`config.mk`:
```
export PLATFORM = sky130hd
export DESIGN_NAME = fwd_hazard_ctrl_flat
export DESIGN_NICKNAME = d
export VERILOG_FILES = /design/src/rtl/fwd_hazard_ctrl_if.sv /design/src/rtl/fwd_hazard_ctrl.sv /design/src/flat_wrapper.sv
export SDC_FILE = /design/constraint.sdc
export NUM_CORES = 1
export LEC_CHECK = 0
export ABC_AREA = 1
export CAP_MARGIN = 10
export CORE_ASPECT_RATIO = 0.8
export CORE_MARGIN = 2
export CORE_UTILIZATION = 52
export CTS_CLUSTER_DIAMETER = 60
export DETAILED_ROUTE_END_ITERATION = 10
export PLACE_DENSITY = 0.87
export SLEW_MARGIN = 20
export SYNTH_ARGS = -nofsm -noshare
export SYNTH_HDL_FRONTEND = slang
export SYNTH_SLANG_ARGS = --single-unit
export TNS_END_PERCENT = 1
```
`constraint.sdc`:
```
create_clock -name clock -period 2.6 [get_ports clock]
set_input_delay 0.52 -clock clock [delete_from_list [all_inputs] [get_ports clock]]
set_output_delay 0.52 -clock clock [all_outputs]
set_load 0.03 [all_outputs]
```
`src/rtl/fwd_hazard_ctrl_if.sv`:
```
// ID-stage hazard bus: IF/ID instruction in, ALU forward selects, stall and bubble count out.
// The pipeline drives the master side; the hazard controller is the slave.
interface fwd_hazard_ctrl_if #(
  parameter int CNT_W = 16
);
  logic [31:0]      id_ir;
  logic             id_valid;
  logic             flush;
  logic [1:0]       fa;
  logic [1:0]       fb;
  logic             stall;
  logic [CNT_W-1:0] bubble_count;

  modport master (
    output id_ir, id_valid, flush,
    input  fa, fb, stall, bubble_count
  );

  modport slave (
    input  id_ir, id_valid, flush,
    output fa, fb, stall, bubble_count
  );
endinterface

```
`src/rtl/fwd_hazard_ctrl.sv`:
```
// Forwarding / load-use hazard controller for a 5-stage MIPS pipeline.
// Decodes IF/ID one cycle ahead so fa/fb are registered and valid while the consumer is in EX.
module fwd_hazard_ctrl #(
  parameter logic [5:0] ALU_OP  = 6'd0,
  parameter logic [5:0] LW_OP   = 6'd35,
  parameter logic [5:0] SW_OP   = 6'd43,
  parameter logic [5:0] ADDI_OP = 6'd8,
  parameter logic [5:0] BEQ_OP  = 6'd4,
  parameter logic [5:0] J_OP    = 6'd2,
  parameter logic [5:0] JAL_OP  = 6'd3,
  parameter int         CNT_W   = 16
) (
  input  logic           clock,
  input  logic           reset,
  fwd_hazard_ctrl_if.slave bus
);

  localparam logic [1:0] SEL_IDEX  = 2'b00;
  localparam logic [1:0] SEL_MEMWB = 2'b01;
  localparam logic [1:0] SEL_EXMEM = 2'b10;

  logic [5:0] w_op;
  logic [4:0] w_rs, w_rt, w_rd;
  logic [4:0] w_dst;
  logic       w_wr_raw, w_wr, w_load, w_use_rs, w_use_rt;
  logic       w_stall, w_bubble;

  // Shadow copies of destination info; MEM/WB is never consulted because the
  // register file writes before it reads, so only ID/EX and EX/MEM are kept.
  logic             r_idex_wr, r_idex_load;
  logic [4:0]       r_idex_dst;
  logic             r_exmem_wr;
  logic [4:0]       r_exmem_dst;
  logic [1:0]       r_fa, r_fb;
  logic [CNT_W-1:0] r_bubble_count;

  assign w_op = bus.id_ir[31:26];
  assign w_rs = bus.id_ir[25:21];
  assign w_rt = bus.id_ir[20:16];
  assign w_rd = bus.id_ir[15:11];

  function automatic logic [1:0] fwd_sel(
    input logic       use_src,
    input logic [4:0] src,
    input logic       idex_wr,
    input logic [4:0] idex_dst,
    input logic       exmem_wr,
    input logic [4:0] exmem_dst
  );
    logic [1:0] sel;
    sel = SEL_IDEX;
    if (!use_src) begin
      sel = SEL_IDEX;
    end else if (idex_wr && (src == idex_dst)) begin
      sel = SEL_EXMEM;
    end else if (exmem_wr && (src == exmem_dst)) begin
      sel = SEL_MEMWB;
    end else begin
      sel = SEL_IDEX;
    end
    return sel;
  endfunction

  // Instruction decode: destination, write-enable, load flag and source usage.
  always_comb begin
    w_dst    = 5'd0;
    w_wr_raw = 1'b0;
    w_load   = 1'b0;
    w_use_rs = 1'b0;
    w_use_rt = 1'b0;
    case (w_op)
      ALU_OP:  begin w_dst = w_rd;  w_wr_raw = 1'b1; w_use_rs = 1'b1; w_use_rt = 1'b1; end
      LW_OP:   begin w_dst = w_rt;  w_wr_raw = 1'b1; w_load = 1'b1; w_use_rs = 1'b1; end
      SW_OP:   begin w_use_rs = 1'b1; w_use_rt = 1'b1; end
      ADDI_OP: begin w_dst = w_rt;  w_wr_raw = 1'b1; w_use_rs = 1'b1; end
      BEQ_OP:  begin w_use_rs = 1'b1; w_use_rt = 1'b1; end
      J_OP:    begin w_dst = 5'd0; end
      JAL_OP:  begin w_dst = 5'd31; w_wr_raw = 1'b1; end
      default: begin w_dst = 5'd0; end
    endcase
  end

  // r0 is hardwired: never a forwarding source nor a stall cause.
  assign w_wr = w_wr_raw & (w_dst != 5'd0);

  assign w_stall = bus.id_valid & ~bus.flush & r_idex_wr & r_idex_load &
                   ((w_use_rs & (w_rs == r_idex_dst)) | (w_use_rt & (w_rt == r_idex_dst)));
  assign w_bubble = w_stall | bus.flush | ~bus.id_valid;

  // Shadow pipeline advance, forward-select registers and bubble counter.
  always_ff @(posedge clock or posedge reset) begin
    if (reset) begin
      r_idex_wr      <= 1'b0;
      r_idex_load    <= 1'b0;
      r_idex_dst     <= 5'd0;
      r_exmem_wr     <= 1'b0;
      r_exmem_dst    <= 5'd0;
      r_fa           <= SEL_IDEX;
      r_fb           <= SEL_IDEX;
      r_bubble_count <= {CNT_W{1'b0}};
    end else begin
      r_exmem_wr  <= r_idex_wr;
      r_exmem_dst <= r_idex_dst;
      if (w_bubble) begin
        r_idex_wr   <= 1'b0;
        r_idex_load <= 1'b0;
        r_idex_dst  <= 5'd0;
        r_fa        <= SEL_IDEX;
        r_fb        <= SEL_IDEX;
      end else begin
        r_idex_wr   <= w_wr;
        r_idex_load <= w_load;
        r_idex_dst  <= w_dst;
        r_fa <= fwd_sel(w_use_rs, w_rs, r_idex_wr, r_idex_dst, r_exmem_wr, r_exmem_dst);
        r_fb <= fwd_sel(w_use_rt, w_rt, r_idex_wr, r_idex_dst, r_exmem_wr, r_exmem_dst);
      end
      if (w_stall && (r_bubble_count != {CNT_W{1'b1}})) begin
        r_bubble_count <= r_bubble_count + {{(CNT_W-1){1'b0}}, 1'b1};
      end else begin
        r_bubble_count <= r_bubble_count;
      end
    end
  end

  assign bus.fa           = r_fa;
  assign bus.fb           = r_fb;
  assign bus.stall        = w_stall;
  assign bus.bubble_count = r_bubble_count;

endmodule

```
`src/flat_wrapper.sv`:
```
// flat-port wrapper written by rule: the top's interface ports become plain ports
module fwd_hazard_ctrl_flat 
#(
  parameter logic [5:0] ALU_OP  = 6'd0,
  parameter logic [5:0] LW_OP   = 6'd35,
  parameter logic [5:0] SW_OP   = 6'd43,
  parameter logic [5:0] ADDI_OP = 6'd8,
  parameter logic [5:0] BEQ_OP  = 6'd4,
  parameter logic [5:0] J_OP    = 6'd2,
  parameter logic [5:0] JAL_OP  = 6'd3,
  parameter int         CNT_W   = 16
)
  (clock, reset, bus_id_ir, bus_id_valid, bus_flush, bus_fa, bus_fb, bus_stall, bus_bubble_count);
  fwd_hazard_ctrl_if #(.CNT_W(CNT_W)) bus_i ();
  input  logic clock;
  input  logic reset;
  input wire logic [$bits(bus_i.id_ir)-1:0] bus_id_ir;
  input wire logic [$bits(bus_i.id_valid)-1:0] bus_id_valid;
  input wire logic [$bits(bus_i.flush)-1:0] bus_flush;
  output wire logic [$bits(bus_i.fa)-1:0] bus_fa;
  output wire logic [$bits(bus_i.fb)-1:0] bus_fb;
  output wire logic [$bits(bus_i.stall)-1:0] bus_stall;
  output wire logic [$bits(bus_i.bubble_count)-1:0] bus_bubble_count;
  assign bus_i.id_ir = bus_id_ir;
  assign bus_i.id_valid = bus_id_valid;
  assign bus_i.flush = bus_flush;
  assign bus_fa = bus_i.fa;
  assign bus_fb = bus_i.fb;
  assign bus_stall = bus_i.stall;
  assign bus_bubble_count = bus_i.bubble_count;
  fwd_hazard_ctrl #(.ALU_OP(ALU_OP), .LW_OP(LW_OP), .SW_OP(SW_OP), .ADDI_OP(ADDI_OP), .BEQ_OP(BEQ_OP), .J_OP(J_OP), .JAL_OP(JAL_OP), .CNT_W(CNT_W)) u_core (.clock(clock), .reset(reset), .bus(bus_i));
endmodule
```
* Word-level counts from Yosys, hierarchy flattened *
Index checks and enable logic that the tools add are counted.

storage, ports and cells
  output and inout port bits = 21
  register bits = 33
  word-level logic and storage cells = 58

cells by class
  equal/unequal tests = 10
  bitwise gates (word level) = 12
  $add $sub $neg = 1
  muxes and demuxes = 16
  reductions and logical operators = 11

operators with widths
  cell                                                                   count
  5-bit equality test                                                    4
  16-bit by 1-bit adder with 16-bit output, second input constant        1
  16-bit inequality test, second input constant                          1
  5-bit one-hot mux with 3 select lines                                  1
  6-bit equality test, second input constant                             2
  2-bit 2-to-1 mux                                                       6
  1-bit 2-to-1 mux                                                       8
  1-bit AND                                                              7
  6-bit by 2-bit equality test with 1-bit output, second input constant  1
  6-bit by 3-bit equality test with 1-bit output, second input constant  1
  6-bit by 4-bit equality test with 1-bit output, second input constant  1
  6-bit logical NOT                                                      1
  1-bit logical AND                                                      5
  5-bit 2-to-1 mux                                                       1
  5-bit nonzero test                                                     1
  5-bit OR reduction                                                     1
  4-bit OR reduction                                                     1
  1-bit bitwise OR                                                       3
  3-bit OR reduction                                                     1
  1-bit NOT                                                              2
  2-bit OR reduction                                                     1

* Longest topological paths before layout *
Gate-level depths: netlist of the first run.

  depth in word-level cells = 9
  gate-level depth with buffers = 12
  depth with buffers taken out = 11

* Worst setup path after synthesis of the first run *
No wires, ideal clock.

  path type = input -> output
  start point = input bus_id_ir[31]
  end point = output bus_stall
  path slack = 0.617 ns
  required time = 2.080 ns
  stages = 7
  arrival time = 1.463 ns
  buffers on the path = 0
  cells stage by stage = nor2_2 > nand3_1 > nand2_2 > nand3_2 > nand2_1 > nand2_1 > inv_1

between the ends
  word-level cells in the longest chain between the ends = 6
  elaborated cells on any way between the ends = 13
  classes of those cells = eq/ne (4); mux (2); bitwise (4); reduce/logical (3)

ends and longest elaborated chain
  element                                                             line                   source
  start: declaration                                                  flat_wrapper.sv:17     input wire logic [$bits(bus_i.id_ir)-1:0] bus_id_ir;
  6-bit equality test (tied with other cells)                         fwd_hazard_ctrl.sv:71  case (w_op)
  5-bit OR reduction (no line) or 3-bit OR reduction (tied branches)  n/a
  1-bit 2-to-1 mux                                                    fwd_hazard_ctrl.sv:71
  1-bit AND                                                           fwd_hazard_ctrl.sv:87  ((w_use_rs & (w_rs == r_idex_dst)) | (w_use_rt & (w_rt == r_idex_dst)));
  1-bit bitwise OR (*)                                                fwd_hazard_ctrl.sv:87
  1-bit AND (*)                                                       fwd_hazard_ctrl.sv:86  assign w_stall = bus.id_valid & ~bus.flush & r_idex_wr & r_idex_load &
  end: declaration                                                    flat_wrapper.sv:22     output wire logic [$bits(bus_i.stall)-1:0] bus_stall;

Every way passes the cells marked *; elsewhere a longest branch is shown, timed or not.

* Worst setup path after layout of the first run *
  start point = input bus_id_ir[17]
  end point = output bus_stall

between the ends
  word-level cells in the longest chain between the ends = 4

ends and longest elaborated chain
  element              line
  5-bit equality test  fwd_hazard_ctrl.sv:87
  1-bit AND            fwd_hazard_ctrl.sv:87
  1-bit bitwise OR     fwd_hazard_ctrl.sv:87
  1-bit AND            fwd_hazard_ctrl.sv:86

Every way passes these cells.

==> impl_metrics.yaml, run 1 <==
logic_synthesis:
  ys_types: 26
  async_flop_share: 1.00
  synth_area_leader_cell: "dfrtp_1"
  yosysWarnings: 0
  synth_area_leaders: "dfrtp_1 (39%), nand2_1 (12%), xnor2_1 (6.1%), nor2_1 (5.8%), nand4_1 (5.6%)"
  synth_most_common_cell: "nand2_1"
  synth_common_cells: "nand2_1 (70), dfrtp_1 (33), nor2_1 (33)"
  synth_area_sq_mm: 0.00214
  seq_area_frac_synth: 0.386
  synth_top_area_share: 0.386
  synth_edf_count: 0
  synthFlopType: "dfrtp_1"
  syn_inst: 273
  ys_seq_elements: 33
  avgSynthCellArea_sq_um: 7.84
  syn-num-nets: 310
critical_path:
  start_kind: "input pin"
  worstSetupPathType: "input pin to primary output"
  end_kind: "primary output"
  required_ns: 2.08
  crit_fanout: 3
  arrival_ns: 1.93
clock_network:
  cts_hold_buf: 0
  clk_pin_slew_ns: 0.06
  cts-root-buf: "clkbuf_8"
  cts_buffers: 5
  h-tree-depth: 2
  clkSinkCount: 33
  cts_resized: 0
  cts_tree: "yes"
  postCtsSetupBuffers: 0
  cts-root-to-sink-buffers: 2
  clkLatencyLatePin_ns: 0.29
power:
  peakVddDrop_mv: 0.251
  power.leakage_nw: 1.36
  power.density_mw_per_mm2: 366
run:
  maxCapViolCount: 0
sta:
  period_needed_ns: 2.45
  worst_slew_pin_slew_ns: 0.416
  fin_crit_sh: 0.944
  slew_headroom: 0.723
  rsz0062_at_grt: "false"
  drv_slew: 0
  clock_skew_ns: 0.00875
  setup_viol: 0
  fmax_mhz: 408
  hold_viol_final: 0
  setup_tns_ns: 0
drt:
  detailroute.via_count: 1930
  drtIter0Drc: 111
  drc_errors: 0
  routed_wl_mm: 5.01
  firstDrtPassIters: 4
  routedWlPerCell_microns: 13.1
  viasPerCell: 5.04
  ant_nets: 0
cells_and_area:
  final_area_sq_mm: 0.00276
  area_delta_synth_final_pct: 29.1
  fill_cells: 297
  drive_gt1_frac: 0.152
  fin_nets: 365
  diodes: 0
placement:
  place_area_sq_mm: 0.00267
  portBuffers: 45
  gp_congestion: 0.967
  post-dp-hpwl_mm: 3.88
grt:
  grt_pass1_wl_mm: 8.38
  grt_overflow: 0
  grt_pass1_vias: 1767
  grtUsageTotal: 0.250
  grt_start_max_net_pins: 34
  grt_antenna_before_repair: 0
floorplanning:
  core_area_sq_mm: 0.00388
  initial_core_util: 0.552
  die_y_microns: 61.4
  io_pins: 57
  dieArea_sq_mm: 0.00465
  fp-row-count: 20
  die_w_microns: 75.7
worst_hold_path:
  hold_class: "flip-flop to flip-flop"
run_status:
  outcome: "complete, no violations"
## worst paths after layout
check / startpoint / endpoint / slack, ns / depth (start not counted)
worst min-delay path: u_core.r_idex_dst[2] / u_core.r_exmem_dst[2] / 0.44 / 0
worst min register to register: u_core.r_idex_dst[2] / u_core.r_exmem_dst[2] / 0.44 / 0
worst max-delay path: bus_id_ir[17] / bus_stall / 0.15 / 11
max in group asynchronous: reset / u_core.bus.bubble_count[1] / 1.66 / 3
worst max register to register: u_core.bus.bubble_count[0] / u_core.bus.bubble_count[12] / 0.77 / 8
min in group asynchronous: reset / u_core.bus.bubble_count[5] / 0.64 / 3
## kinds of logic after synthesis
logic type                 count (synthesis)  share of synthesized area
buffers and inverters                     33                     0.0684
AOI/OAI and AO/OA                          7                     0.0175
adders and majority gates                  1                    0.00584
DFF                                       33                      0.386
and+or+nand+nor                          172                      0.412
xor gates and xnor gates                  27                      0.110
## per-layer routing
layer / wire [microns] / track usage / share of wire / vias up
li1: - / - / - / 978
met5: 0 / 0 / 0 / -
met3: 276 / 0.0426 / 0.055 / 9
met1: 2320 / 0.356 / 0.46 / 874
met4: 89 / 0.0902 / 0.018 / 0
met2: 2330 / 0.388 / 0.47 / 69
## cell type report
| cell class | count | area (sq um) | share of cell area |
|---|---|---|---|
| Inverter | 29 | 109 | 0.0394 |
| Clock buffer | 7 | 86.3 | 0.0312 |
| Sequential cell | 33 | 826 | 0.299 |
| Tap cell | 55 | 68.8 | 0.0249 |
| Timing Repair Buffer | 52 | 500 | 0.181 |
| Multi-Input combinational cell | 207 | 1170 | 0.425 |
## metrics by stage
stage	worst slack [ns]	util	power, mW	std cells	hold slack (ns)
2_1_floorplan	0.617	-	0.575	273	0.394
3_3_place_gp	0.141	0.689	0.630	376	0.418
3_5_place_dp	0.109	0.689	0.633	376	0.421
4_1_cts	0.108	0.711	1.01	383	0.434
5_1_grt	0.00181	0.713	1.05	383	0.455
6_report	0.146	0.713	1.01	383	0.437
## worst max-delay path, cell delays in order
cell and delay (ns):
clkdlybuf4s50_1 0.47, inv_1 0.12, nand2_1 0.05, nand2_1 0.07, nand2_1 0.06, nor2_2 0.13
nand3_2 0.12, nand2_1 0.10, nand2_1 0.08, inv_1 0.06, buf_4 0.15
## sequential cells by signal (all words and copies together) (netlist names)
name and flops:
u_core.bus.bubble_count 16, u_core.r_exmem_dst 5, u_core.r_idex_dst 5, u_core.bus.fa 2, u_core.bus.fb 2, u_core.r_exmem_wr 1, u_core.r_idex_load 1, u_core.r_idex_wr 1
## report_power, final
| group | switching, mW | internal [mW] |
|---|---|---|
| Combinational | 0.0529 | 0.0530 |
| Sequential | 0.00254 | 0.516 |
| Clock | 0.176 | 0.210 |
| Total | 0.231 | 0.779 |
## cells in the final DEF, fill, tap and decap left out
cell type / netlist / final
nor3_2: 2 / 2
dfrtp_1: 33 / 33
o21ai_0: 2 / 2
nor3_1: 2 / 2
nand4_1: 19 / 19
inv_1: 26 / 26
nand2_4: 4 / 4
nand3_2: 4 / 4
xnor2_1: 15 / 15
clkdlybuf4s50_1: 0 / 44
buf_4: 1 / 8
a21oi_1: 4 / 4
nor2_4: 1 / 1
clkbuf_8: 0 / 6
nand3b_4: 2 / 2
inv_2: 2 / 2
nor2_2: 5 / 7
nand3_4: 1 / 1
clkinv_1: 1 / 1
nor2_1: 33 / 31
a211oi_1: 1 / 1
ha_1: 1 / 1
clkbuf_1: 0 / 1
nand3_1: 16 / 16
nand2_1: 70 / 70
nand2_2: 13 / 13
xor2_1: 12 / 12
Power figures use the tool's default switching activity.
==> run 2: changes to the inputs <==
Settings changed: CTS_CLUSTER_SIZE from default to 8.
==> results of run 2 <==
Final layout, timing and power as in run 1 (identical DEF).
